File: config.mk
export PLATFORM = sky130hd
export DESIGN_NAME = mem_arbiter_flat
export DESIGN_NICKNAME = d
export VERILOG_FILES = /design/src/rtl/mem_arbiter_if.sv /design/src/rtl/mem_arbiter.sv /design/src/flat_wrapper.sv
export SDC_FILE = /design/constraint.sdc
export NUM_CORES = 1
export LEC_CHECK = 0
export CORE_MARGIN = 4
export CORE_UTILIZATION = 47
export DETAILED_ROUTE_END_ITERATION = 6
export PLACE_DENSITY = 0.87
export SYNTH_ARGS = -nofsm -noshare
export SYNTH_HDL_FRONTEND = slang
export SYNTH_SLANG_ARGS = --single-unit
File: constraint.sdc
create_clock -name clk -period 3.1 [get_ports clk]
set_input_delay 0.62 -clock clk [delete_from_list [all_inputs] [get_ports clk]]
set_output_delay 0.62 -clock clk [all_outputs]
set_load 0.01 [all_outputs]
File: src/rtl/mem_arbiter_if.sv
// Bus bundle between the fetch/data requesters, mem_arbiter and the single-port memory.
// slave = arbiter view, master = requester/memory view.
interface mem_arbiter_if;
    logic        i_req_valid;
    logic        i_req_ready;
    logic [31:0] i_req_addr;
    logic        i_rsp_valid;
    logic        i_rsp_ready;
    logic [31:0] i_rsp_data;
    logic        i_rsp_err;

    logic        d_req_valid;
    logic        d_req_ready;
    logic [31:0] d_req_addr;
    logic        d_req_we;
    logic [1:0]  d_req_size;
    logic        d_req_unsigned;
    logic [31:0] d_req_wdata;
    logic        d_rsp_valid;
    logic        d_rsp_ready;
    logic [31:0] d_rsp_data;
    logic        d_rsp_err;

    logic [31:0] mem_address;
    logic [31:0] mem_write_data;
    logic [3:0]  mem_byte_enable;
    logic        mem_write_enable;
    logic [31:0] mem_read_data;

    modport slave (
        input  i_req_valid, i_req_addr, i_rsp_ready,
        input  d_req_valid, d_req_addr, d_req_we, d_req_size, d_req_unsigned, d_req_wdata, d_rsp_ready,
        input  mem_read_data,
        output i_req_ready, i_rsp_valid, i_rsp_data, i_rsp_err,
        output d_req_ready, d_rsp_valid, d_rsp_data, d_rsp_err,
        output mem_address, mem_write_data, mem_byte_enable, mem_write_enable
    );

    modport master (
        output i_req_valid, i_req_addr, i_rsp_ready,
        output d_req_valid, d_req_addr, d_req_we, d_req_size, d_req_unsigned, d_req_wdata, d_rsp_ready,
        output mem_read_data,
        input  i_req_ready, i_rsp_valid, i_rsp_data, i_rsp_err,
        input  d_req_ready, d_rsp_valid, d_rsp_data, d_rsp_err,
        input  mem_address, mem_write_data, mem_byte_enable, mem_write_enable
    );
endinterface

File: src/rtl/mem_arbiter.sv
// Fetch/data arbiter and sized-access sequencer for the single-port word memory.
// Optional macro MEM_ARB_MISALIGN_TRAP_EN: trap misaligned accesses with err=1 and no memory access.
module mem_arbiter #(
    parameter int DATA_STREAK_MAX = 4
) (
    input  logic          clk,
    input  logic          nrst,
    mem_arbiter_if.slave  bus
);
    typedef enum logic [1:0] {IDLE, ACCESS, RESP} state_t;

    localparam logic [3:0] STREAK_MAX = 4'(DATA_STREAK_MAX);

    state_t      r_state;
    logic [3:0]  r_streak;
    logic        r_port_d_p0;
    logic        r_we_p0;
    logic        r_uns_p0;
    logic        r_mis_p0;
    logic [1:0]  r_lo_p0;
    logic [1:0]  r_size_p0;
    logic [31:0] r_mem_addr;
    logic [31:0] r_mem_wdata;
    logic [3:0]  r_mem_be;
    logic        r_mem_we;
    logic        r_i_rsp_valid;
    logic        r_d_rsp_valid;
    logic [31:0] r_i_rsp_data;
    logic [31:0] r_d_rsp_data;
    logic        r_i_rsp_err;
    logic        r_d_rsp_err;

    logic        w_idle;
    logic        w_d_grant;
    logic        w_i_grant;
    logic [31:0] w_addr;
    logic [1:0]  w_size;
    logic        w_we;
    logic        w_mis;

    function automatic logic [3:0] f_byte_en(input logic [1:0] lo, input logic [1:0] size);
        case (size)
            2'b00:   return 4'b0001 << lo;
            2'b01:   return lo[1] ? 4'b1100 : 4'b0011;
            default: return 4'b1111;
        endcase
    endfunction

    function automatic logic [31:0] f_wdata(input logic [31:0] wdata, input logic [1:0] size);
        case (size)
            2'b00:   return {4{wdata[7:0]}};
            2'b01:   return {2{wdata[15:0]}};
            default: return wdata;
        endcase
    endfunction

    // Lane select plus sign/zero extension of the word read back from memory.
    function automatic logic [31:0] f_load(input logic [31:0] rdata, input logic [1:0] lo,
                                           input logic [1:0] size, input logic uns);
        logic signed [7:0]  b;
        logic signed [15:0] h;
        b = rdata[{lo, 3'b000} +: 8];
        h = lo[1] ? rdata[31:16] : rdata[15:0];
        case (size)
            2'b00:   return uns ? {24'h0, b} : {{24{b[7]}}, b};
            2'b01:   return uns ? {16'h0, h} : {{16{h[15]}}, h};
            default: return rdata;
        endcase
    endfunction

`ifdef MEM_ARB_MISALIGN_TRAP_EN
    function automatic logic f_misaligned(input logic [1:0] lo, input logic [1:0] size);
        case (size)
            2'b00:   return 1'b0;
            2'b01:   return lo[0];
            default: return lo != 2'b00;
        endcase
    endfunction
`endif

    // Data wins unless fetch has waited through a full streak of data grants.
    assign w_idle    = (r_state == IDLE) && nrst;
    assign w_d_grant = w_idle && bus.d_req_valid && !(bus.i_req_valid && (r_streak == STREAK_MAX));
    assign w_i_grant = w_idle && bus.i_req_valid && !w_d_grant;

    assign w_addr = w_d_grant ? bus.d_req_addr : bus.i_req_addr;
    assign w_size = w_d_grant ? bus.d_req_size : 2'b10;
    assign w_we   = w_d_grant && bus.d_req_we;
`ifdef MEM_ARB_MISALIGN_TRAP_EN
    assign w_mis  = f_misaligned(w_addr[1:0], w_size);
`else
    assign w_mis  = 1'b0;
`endif

    always_ff @(posedge clk) begin
        if (!nrst) begin
            r_state       <= IDLE;
            r_streak      <= 4'd0;
            r_mem_addr    <= 32'h0;
            r_mem_wdata   <= 32'h0;
            r_mem_be      <= 4'h0;
            r_mem_we      <= 1'b0;
            r_i_rsp_valid <= 1'b0;
            r_d_rsp_valid <= 1'b0;
            r_i_rsp_data  <= 32'h0;
            r_d_rsp_data  <= 32'h0;
            r_i_rsp_err   <= 1'b0;
            r_d_rsp_err   <= 1'b0;
        end else begin
            case (r_state)
                // IDLE -> ACCESS: latch request and stage the memory drive
                IDLE: begin
                    if (w_d_grant || w_i_grant) begin
                        r_port_d_p0 <= w_d_grant;
                        r_we_p0     <= w_we;
                        r_uns_p0    <= w_d_grant && bus.d_req_unsigned;
                        r_mis_p0    <= w_mis;
                        r_lo_p0     <= w_addr[1:0];
                        r_size_p0   <= w_size;
                        r_mem_addr  <= w_mis ? 32'h0 : {w_addr[31:2], 2'b00};
                        r_mem_be    <= w_mis ? 4'h0 : f_byte_en(w_addr[1:0], w_size);
                        r_mem_wdata <= (w_mis || !w_d_grant) ? 32'h0 : f_wdata(bus.d_req_wdata, w_size);
                        r_mem_we    <= w_we && !w_mis;
                        r_state     <= ACCESS;
                        if (w_i_grant || !bus.i_req_valid)
                            r_streak <= 4'd0;
                        else if (r_streak != STREAK_MAX)
                            r_streak <= r_streak + 4'd1;
                    end
                end
                // ACCESS -> RESP: capture read data into the response registers
                ACCESS: begin
                    r_mem_addr  <= 32'h0;
                    r_mem_wdata <= 32'h0;
                    r_mem_be    <= 4'h0;
                    r_mem_we    <= 1'b0;
                    if (r_port_d_p0) begin
                        r_d_rsp_valid <= 1'b1;
                        r_d_rsp_err   <= r_mis_p0;
                        r_d_rsp_data  <= (r_mis_p0 || r_we_p0) ? 32'h0 :
                                         f_load(bus.mem_read_data, r_lo_p0, r_size_p0, r_uns_p0);
                    end else begin
                        r_i_rsp_valid <= 1'b1;
                        r_i_rsp_err   <= r_mis_p0;
                        r_i_rsp_data  <= r_mis_p0 ? 32'h0 : bus.mem_read_data;
                    end
                    r_state <= RESP;
                end
                // RESP -> IDLE: wait for the owning port to consume
                RESP: begin
                    if (r_port_d_p0 ? bus.d_rsp_ready : bus.i_rsp_ready) begin
                        r_i_rsp_valid <= 1'b0;
                        r_d_rsp_valid <= 1'b0;
                        r_i_rsp_data  <= 32'h0;
                        r_d_rsp_data  <= 32'h0;
                        r_i_rsp_err   <= 1'b0;
                        r_d_rsp_err   <= 1'b0;
                        r_state       <= IDLE;
                    end
                end
                default: r_state <= IDLE;
            endcase
        end
    end

    assign bus.i_req_ready      = w_i_grant;
    assign bus.d_req_ready      = w_d_grant;
    assign bus.i_rsp_valid      = r_i_rsp_valid;
    assign bus.i_rsp_data       = r_i_rsp_data;
    assign bus.i_rsp_err        = r_i_rsp_err;
    assign bus.d_rsp_valid      = r_d_rsp_valid;
    assign bus.d_rsp_data       = r_d_rsp_data;
    assign bus.d_rsp_err        = r_d_rsp_err;
    assign bus.mem_address      = r_mem_addr;
    assign bus.mem_write_data   = r_mem_wdata;
    assign bus.mem_byte_enable  = r_mem_be;
    // Reset kills a store strobe in the same cycle it is asserted.
    assign bus.mem_write_enable = r_mem_we && nrst;
endmodule
File: src/flat_wrapper.sv
// flat-port wrapper written by rule: the top's interface ports become plain ports
module mem_arbiter_flat 
#(
    parameter int DATA_STREAK_MAX = 4
)
  (clk, nrst, bus_i_req_valid, bus_i_req_addr, bus_i_rsp_ready, bus_d_req_valid, bus_d_req_addr, bus_d_req_we, bus_d_req_size, bus_d_req_unsigned, bus_d_req_wdata, bus_d_rsp_ready, bus_mem_read_data, bus_i_req_ready, bus_i_rsp_valid, bus_i_rsp_data, bus_i_rsp_err, bus_d_req_ready, bus_d_rsp_valid, bus_d_rsp_data, bus_d_rsp_err, bus_mem_address, bus_mem_write_data, bus_mem_byte_enable, bus_mem_write_enable);
  mem_arbiter_if bus_i ();
  input  logic clk;
  input  logic nrst;
  input wire logic [$bits(bus_i.i_req_valid)-1:0] bus_i_req_valid;
  input wire logic [$bits(bus_i.i_req_addr)-1:0] bus_i_req_addr;
  input wire logic [$bits(bus_i.i_rsp_ready)-1:0] bus_i_rsp_ready;
  input wire logic [$bits(bus_i.d_req_valid)-1:0] bus_d_req_valid;
  input wire logic [$bits(bus_i.d_req_addr)-1:0] bus_d_req_addr;
  input wire logic [$bits(bus_i.d_req_we)-1:0] bus_d_req_we;
  input wire logic [$bits(bus_i.d_req_size)-1:0] bus_d_req_size;
  input wire logic [$bits(bus_i.d_req_unsigned)-1:0] bus_d_req_unsigned;
  input wire logic [$bits(bus_i.d_req_wdata)-1:0] bus_d_req_wdata;
  input wire logic [$bits(bus_i.d_rsp_ready)-1:0] bus_d_rsp_ready;
  input wire logic [$bits(bus_i.mem_read_data)-1:0] bus_mem_read_data;
  output wire logic [$bits(bus_i.i_req_ready)-1:0] bus_i_req_ready;
  output wire logic [$bits(bus_i.i_rsp_valid)-1:0] bus_i_rsp_valid;
  output wire logic [$bits(bus_i.i_rsp_data)-1:0] bus_i_rsp_data;
  output wire logic [$bits(bus_i.i_rsp_err)-1:0] bus_i_rsp_err;
  output wire logic [$bits(bus_i.d_req_ready)-1:0] bus_d_req_ready;
  output wire logic [$bits(bus_i.d_rsp_valid)-1:0] bus_d_rsp_valid;
  output wire logic [$bits(bus_i.d_rsp_data)-1:0] bus_d_rsp_data;
  output wire logic [$bits(bus_i.d_rsp_err)-1:0] bus_d_rsp_err;
  output wire logic [$bits(bus_i.mem_address)-1:0] bus_mem_address;
  output wire logic [$bits(bus_i.mem_write_data)-1:0] bus_mem_write_data;
  output wire logic [$bits(bus_i.mem_byte_enable)-1:0] bus_mem_byte_enable;
  output wire logic [$bits(bus_i.mem_write_enable)-1:0] bus_mem_write_enable;
  assign bus_i.i_req_valid = bus_i_req_valid;
  assign bus_i.i_req_addr = bus_i_req_addr;
  assign bus_i.i_rsp_ready = bus_i_rsp_ready;
  assign bus_i.d_req_valid = bus_d_req_valid;
  assign bus_i.d_req_addr = bus_d_req_addr;
  assign bus_i.d_req_we = bus_d_req_we;
  assign bus_i.d_req_size = bus_d_req_size;
  assign bus_i.d_req_unsigned = bus_d_req_unsigned;
  assign bus_i.d_req_wdata = bus_d_req_wdata;
  assign bus_i.d_rsp_ready = bus_d_rsp_ready;
  assign bus_i.mem_read_data = bus_mem_read_data;
  assign bus_i_req_ready = bus_i.i_req_ready;
  assign bus_i_rsp_valid = bus_i.i_rsp_valid;
  assign bus_i_rsp_data = bus_i.i_rsp_data;
  assign bus_i_rsp_err = bus_i.i_rsp_err;
  assign bus_d_req_ready = bus_i.d_req_ready;
  assign bus_d_rsp_valid = bus_i.d_rsp_valid;
  assign bus_d_rsp_data = bus_i.d_rsp_data;
  assign bus_d_rsp_err = bus_i.d_rsp_err;
  assign bus_mem_address = bus_i.mem_address;
  assign bus_mem_write_data = bus_i.mem_write_data;
  assign bus_mem_byte_enable = bus_i.mem_byte_enable;
  assign bus_mem_write_enable = bus_i.mem_write_enable;
  mem_arbiter #(.DATA_STREAK_MAX(DATA_STREAK_MAX)) u_core (.clk(clk), .nrst(nrst), .bus(bus_i));
endmodule
## After elaboration in Yosys (flattened, before gate mapping)

Cells that the tools add are included.

| cells by class | value |
|---|---|
| eq/ne operators | 10 |
| $lt $le $gt $ge | 0 |
| shifts and indexed selects | 2 |
| multiplexer cells | 39 |
| add/subtract/negate cells | 1 |
| multiply operators | 0 |
| bitwise logic cells | 0 |
| reduce and logical (&&, ||, !) cells | 26 |
| div/mod/pow operators | 0 |

Operators by type and width:

| operator | number |
|---|---|
| $pmux 32 s2 | 6 |
| $mux 32 | 10 |
| $shiftx 32x6->8 | 1 |
| $mux 16 | 1 |
| $mux 4 | 4 |
| $pmux 4 s2 | 2 |
| $reduce_and 3->1 | 4 |
| $pmux 1 s2 | 5 |
| $logic_and 1x1->1 | 9 |
| $mux 1 | 7 |
| $eq 2x1->1 const B | 3 |
| $logic_not 2->1 | 3 |
| $mux 2 | 3 |
| $pmux 2 s3 | 1 |
| $reduce_bool 2->1 | 3 |
| $add 4x1->4 const B | 1 |
| $eq 4x3->1 const B | 1 |
| $ne 2x1->1 const B | 2 |
| $ne 2x2->1 const B | 2 |
| $ne 4x3->1 const B | 1 |
| $reduce_and 2->1 | 2 |
| $shl 1x2->4 const A | 1 |
| $logic_not 1->1 | 3 |
| $eq 2x2->1 const B | 1 |
| $logic_or 1x1->1 | 2 |

| storage, ports and cells | value |
|---|---|
| memory bits (writable) | 0 |
| word-level logic and storage cells | 95 |
| input port bits | 138 |
| bits in latches | 0 |
| register bits after elaboration | 150 |
| memories kept | 0 |
| output and inout bits | 139 |
| ROM bits | 0 |

## Longest topological paths before layout

| depth | value |
|---|---|
| word-level depth | 10 |
| mapped depth | 9 |

## Worst setup path before layout

No wires, ideal clock.

| timing | value |
|---|---|
| path kind | in2out |
| from | input port bus_i_req_valid |
| to | output port bus_d_req_ready |
| data required time | 2.480 ns |
| data arrival time | 1.605 ns |
| stages on the path | 5 |
| slack | 0.875 ns |
| path through | buf_6 and4b_4 or3_1 buf_6 inv_1 |

| between the ends | value |
|---|---|
| longest elaborated chain between the ends | 3 |

Ends and longest elaborated chain:

| what | line | text |
|---|---|---|
| start, declared | flat_wrapper.sv:10 | `input wire logic [$bits(bus_i.i_req_valid)-1:0] bus_i_req_valid;` |
| $logic_and 1x1->1 | mem_arbiter.sv:83 | `assign w_d_grant = w_idle && bus.d_req_valid && !(bus.i_req_valid && (r_streak == STREAK_MAX));` |
| $logic_not 1->1 | mem_arbiter.sv:83 |  |
| $logic_and 1x1->1 | mem_arbiter.sv:83 |  |
| end, declared | flat_wrapper.sv:25 | `output wire logic [$bits(bus_i.d_req_ready)-1:0] bus_d_req_ready;` |

No other way between the ends.

## Worst setup path in the final report

Ends and elaborated chain as after synthesis.

==> flow_summary_export.csv <==
group,metric,value,unit
floorplanning,num_rows,43,
global_routing,grt_max_degree,67,
synthesis,syn_avg_cell_area,10.44,um^2
synthesis,synth_enable_flop_cells,7,
power,internal_power,4.306,mW
power,combPwrFrac,28.8,%
sta,hold_ws,0.4591,ns
route,drc,0,
clock_tree,cts_tree,"done",
layout,num-nets-final,1045,
clock_tree,cts_sinks,146,
global_routing,grt_pass1_vias,6014,
synthesis,netlist_instances,647,
sta,fin_skew,0.01173,ns
clock_tree,cts-root-buf,"clkbuf_16",
power,p_leak,3.825,nW
setup_path,cp_cell_sequence,"clkdlybuf4s50_1, and4b_4, or3_2, inv_1, clkdlybuf4s50_1",
job,cap_violations,0,
clock_tree,cts.reportedPaths.clkPinSlew,0.05,ns
route,drtIter0Drc,528,
clock_tree,htreeDepth,4,
synthesis,seq_area_frac_synth,44.31,%
synthesis,synth_flop_cell,"dfxtp_1",
route,vias,6085,
setup_path,crit_top_cell,"clkdlybuf4s50_1",
power,clock_power_share,32.9,%
sta,hold_violations,0,
layout,diodes,0,
layout,syn_to_final_growth,49.00,%
run_status,outcome,"finished, final reports clean",
synthesis,async_flop_share,0,%
floorplanning,die_w,127.9,um
floorplanning,dieArea,0.01635,mm^2
layout,fin_area,0.01006,mm^2
synthesis,synth.cell_area,0.006754,mm^2
global_routing,grt.total_usage,25.08,%
global_routing,grt-ovfl-total,0,
sta,tns,0,ns
power,powerDensity,602.1,mW/mm^2
setup_path,rr_worst_depth,4,
sta,fmaxAchievable,0.3367,GHz
sta,tightest_slew,0.8265,ns
sta,timing.final.ws_setup,0.1303,ns
layout,drive_gt1_share,10.39,%
clock_tree,clock_latency,0.42,ns
power,p_sw_share,28.94,%
layout,finalCoreUtilization,71.94,%
floorplanning,core,0.01399,mm^2
place,dp.cells,1062,
clock_tree,cts_buffer_depth,2,
setup_path,crit_fanout,2,
layout,final_cell_mix,"clkdlybuf4s50_1, dfxtp_1, o2bb2ai_1",
setup_path,end_kind,"output pin",
setup_path,cp_data_arrival_time,2.35,ns
sta,rsz0062_at_grt,"no",
route,avgViaCountPerCell,5.562,
clock_tree,numCtsBuffers,17,
place,hpwl,15830,um
place,io_buffers,272,
power,power_frac_seq,38.3,%
sta,finalCriticalPeriod,2.970,ns
min_path,hold_class,"flop to flop",
global_routing,antenna_found_initial,0,
place,routabilityCongestion,0.8346,
place,post_dp_cell_area,0.009483,mm^2
setup_path,slowest_stage,"clkdlybuf4s50_1",
power,peakVddDrop,0.0003942,V
floorplanning,die_h,127.9,um
setup_path,cp.depth,5,
synthesis,synth_seq_cells,146,
floorplanning,ios,277,
sta,setup_viol,0,
route,wire_per_inst,19.43,um
clock_tree,hold_buffers,0,
sta,finalCritPeriodShare,95.80,%
route,routed_wirelength,21260,um
route,drtPass1Iterations,5,
synthesis,synth_cell_type_count,53,
setup_path,cpLargestDelayFamily,"buffers and inverters",
sta,slew_headroom,44.90,%
synthesis,yosysWarnings,0,
min_path,whs_path_depth,1,
floorplanning,start_util,48.28,%
setup_path,worstSetupPathType,"input port to output pin",
clock_tree,post_cts_buffers,0,
power,total_power,6.059,mW
route,ant_nets,0,
layout,finalNonFillerCells,1094,
global_routing,grt_first_pass_wirelength,32420,um
layout,final_common_cell,"clkdlybuf4s50_1",
sta,maxSlewViolCount,0,
power,p_switching,1.753,mW
setup_path,setup.worst_path.start_class,"input port",
place,pre_cts_ws,0.1318,ns
setup_path,crit_buf_inv,3,
setup_path,crit_required,2.48,ns
setup_path,critPathMaxStageDelay,0.55,ns
-- state kept, by name (all words and copies together) (netlist names) --
signal,flops
u_core.bus.d_rsp_data,32
u_core.bus.d_rsp_valid,1
u_core.bus.i_rsp_data,32
u_core.bus.i_rsp_valid,1
u_core.bus.mem_address,30
u_core.bus.mem_byte_enable,4
u_core.bus.mem_write_data,32
u_core.r_lo_p0,2
u_core.r_mem_we,1
u_core.r_port_d_p0,1
u_core.r_size_p0,2
u_core.r_state,2
u_core.r_streak,4
u_core.r_uns_p0,1
u_core.r_we_p0,1
-- final timing paths --
| kind | startpoint | endpoint | slack, ns |
|---|---|---|---|
| setup / recovery | bus_i_req_valid | bus_d_req_ready | 0.13 |
| hold / removal | u_core.bus.mem_byte_enable[0] | u_core.bus.mem_byte_enable[0] | 0.46 |
| setup reg to reg | u_core.r_lo_p0[1] | u_core.bus.d_rsp_data[9] | 0.91 |
| hold reg to reg | u_core.bus.mem_byte_enable[0] | u_core.bus.mem_byte_enable[0] | 0.46 |
-- logic make-up after synthesis --
logic type | after synthesis | synth area share (%)
AND/OR/NAND/NOR | 190 | 17.25
AO/OA/AOI/OAI | 168 | 20.45
flip-flops | 146 | 44.31
buffers and inverters | 69 | 6.299
multiplexers | 65 | 10.26
adder cells (fa/ha/maj) | 6 | 1.111
XOR/XNOR | 2 | 0.2594
other | 1 | 0.05552
-- timing repair --
action                                  4_1_cts  5_1_grt
gates resized for setup                       0        2
endpoints found under the setup margin        0        1
endpoints found under the hold margin         0        0
-- synthesized netlist by cell type, drive strengths merged, types with 2 or more instances --
library cell,instances,area share (%)
a22oi,18,2.0
buf,37,4.5
or3,2,0.19
nand4,3,0.28
mux2i,40,5.9
o21ai,18,1.3
nor4,2,0.41
dfxtp,139,41
a32o,8,1.2
nand2b,52,4.8
nor2,10,0.56
xor2,2,0.26
a22o,2,0.26
and2,6,0.56
a21o,2,0.22
edfxtp,7,3.1
mux2,24,4.0
a221o,17,2.5
inv,9,0.50
nand3b,34,3.8
o2bb2ai,54,7.0
nor3,2,0.31
a21boi,35,3.9
a21oi,6,0.67
nand2,30,1.7
clkbuf,23,1.3
ha,6,1.1
o211a,2,0.41
nor2b,45,4.2
-- power groups by stage --
| stage | Sequential [mW] | Clock, mW | Combinational, mW |
|---|---|---|---|
| 6_report | 2.32 | 1.99 | 1.74 |
| 3_5_place_dp | 2.35 | 0 | 1.74 |
| 5_1_grt | 2.35 | 2.11 | 1.86 |
| 2_1_floorplan | 2.43 | 0 | 0.816 |
| 3_3_place_gp | 2.35 | 0 | 1.72 |
| 4_1_cts | 2.32 | 2.02 | 1.75 |
-- layout make-up --
class | instances | area [um^2]
Inverter | 9 | 33.78
Timing Repair Buffer | 292 | 2868
Clock buffer | 18 | 439.2
Multi-Input combinational cell | 435 | 3366
Tap cell | 180 | 225.2
Sequential cell | 146 | 2994
Fill cell | 1032 | 3925
Clock inverter | 14 | 137.6
-- metal layers --
metal | track usage (%) | wire, um
met2 | 42.08 | 10260
met3 | 9.708 | 2181
met4 | 6.367 | 274
met1 | 30.24 | 8534
met5 | 0 | 0
Power figures use the tool's default switching activity.
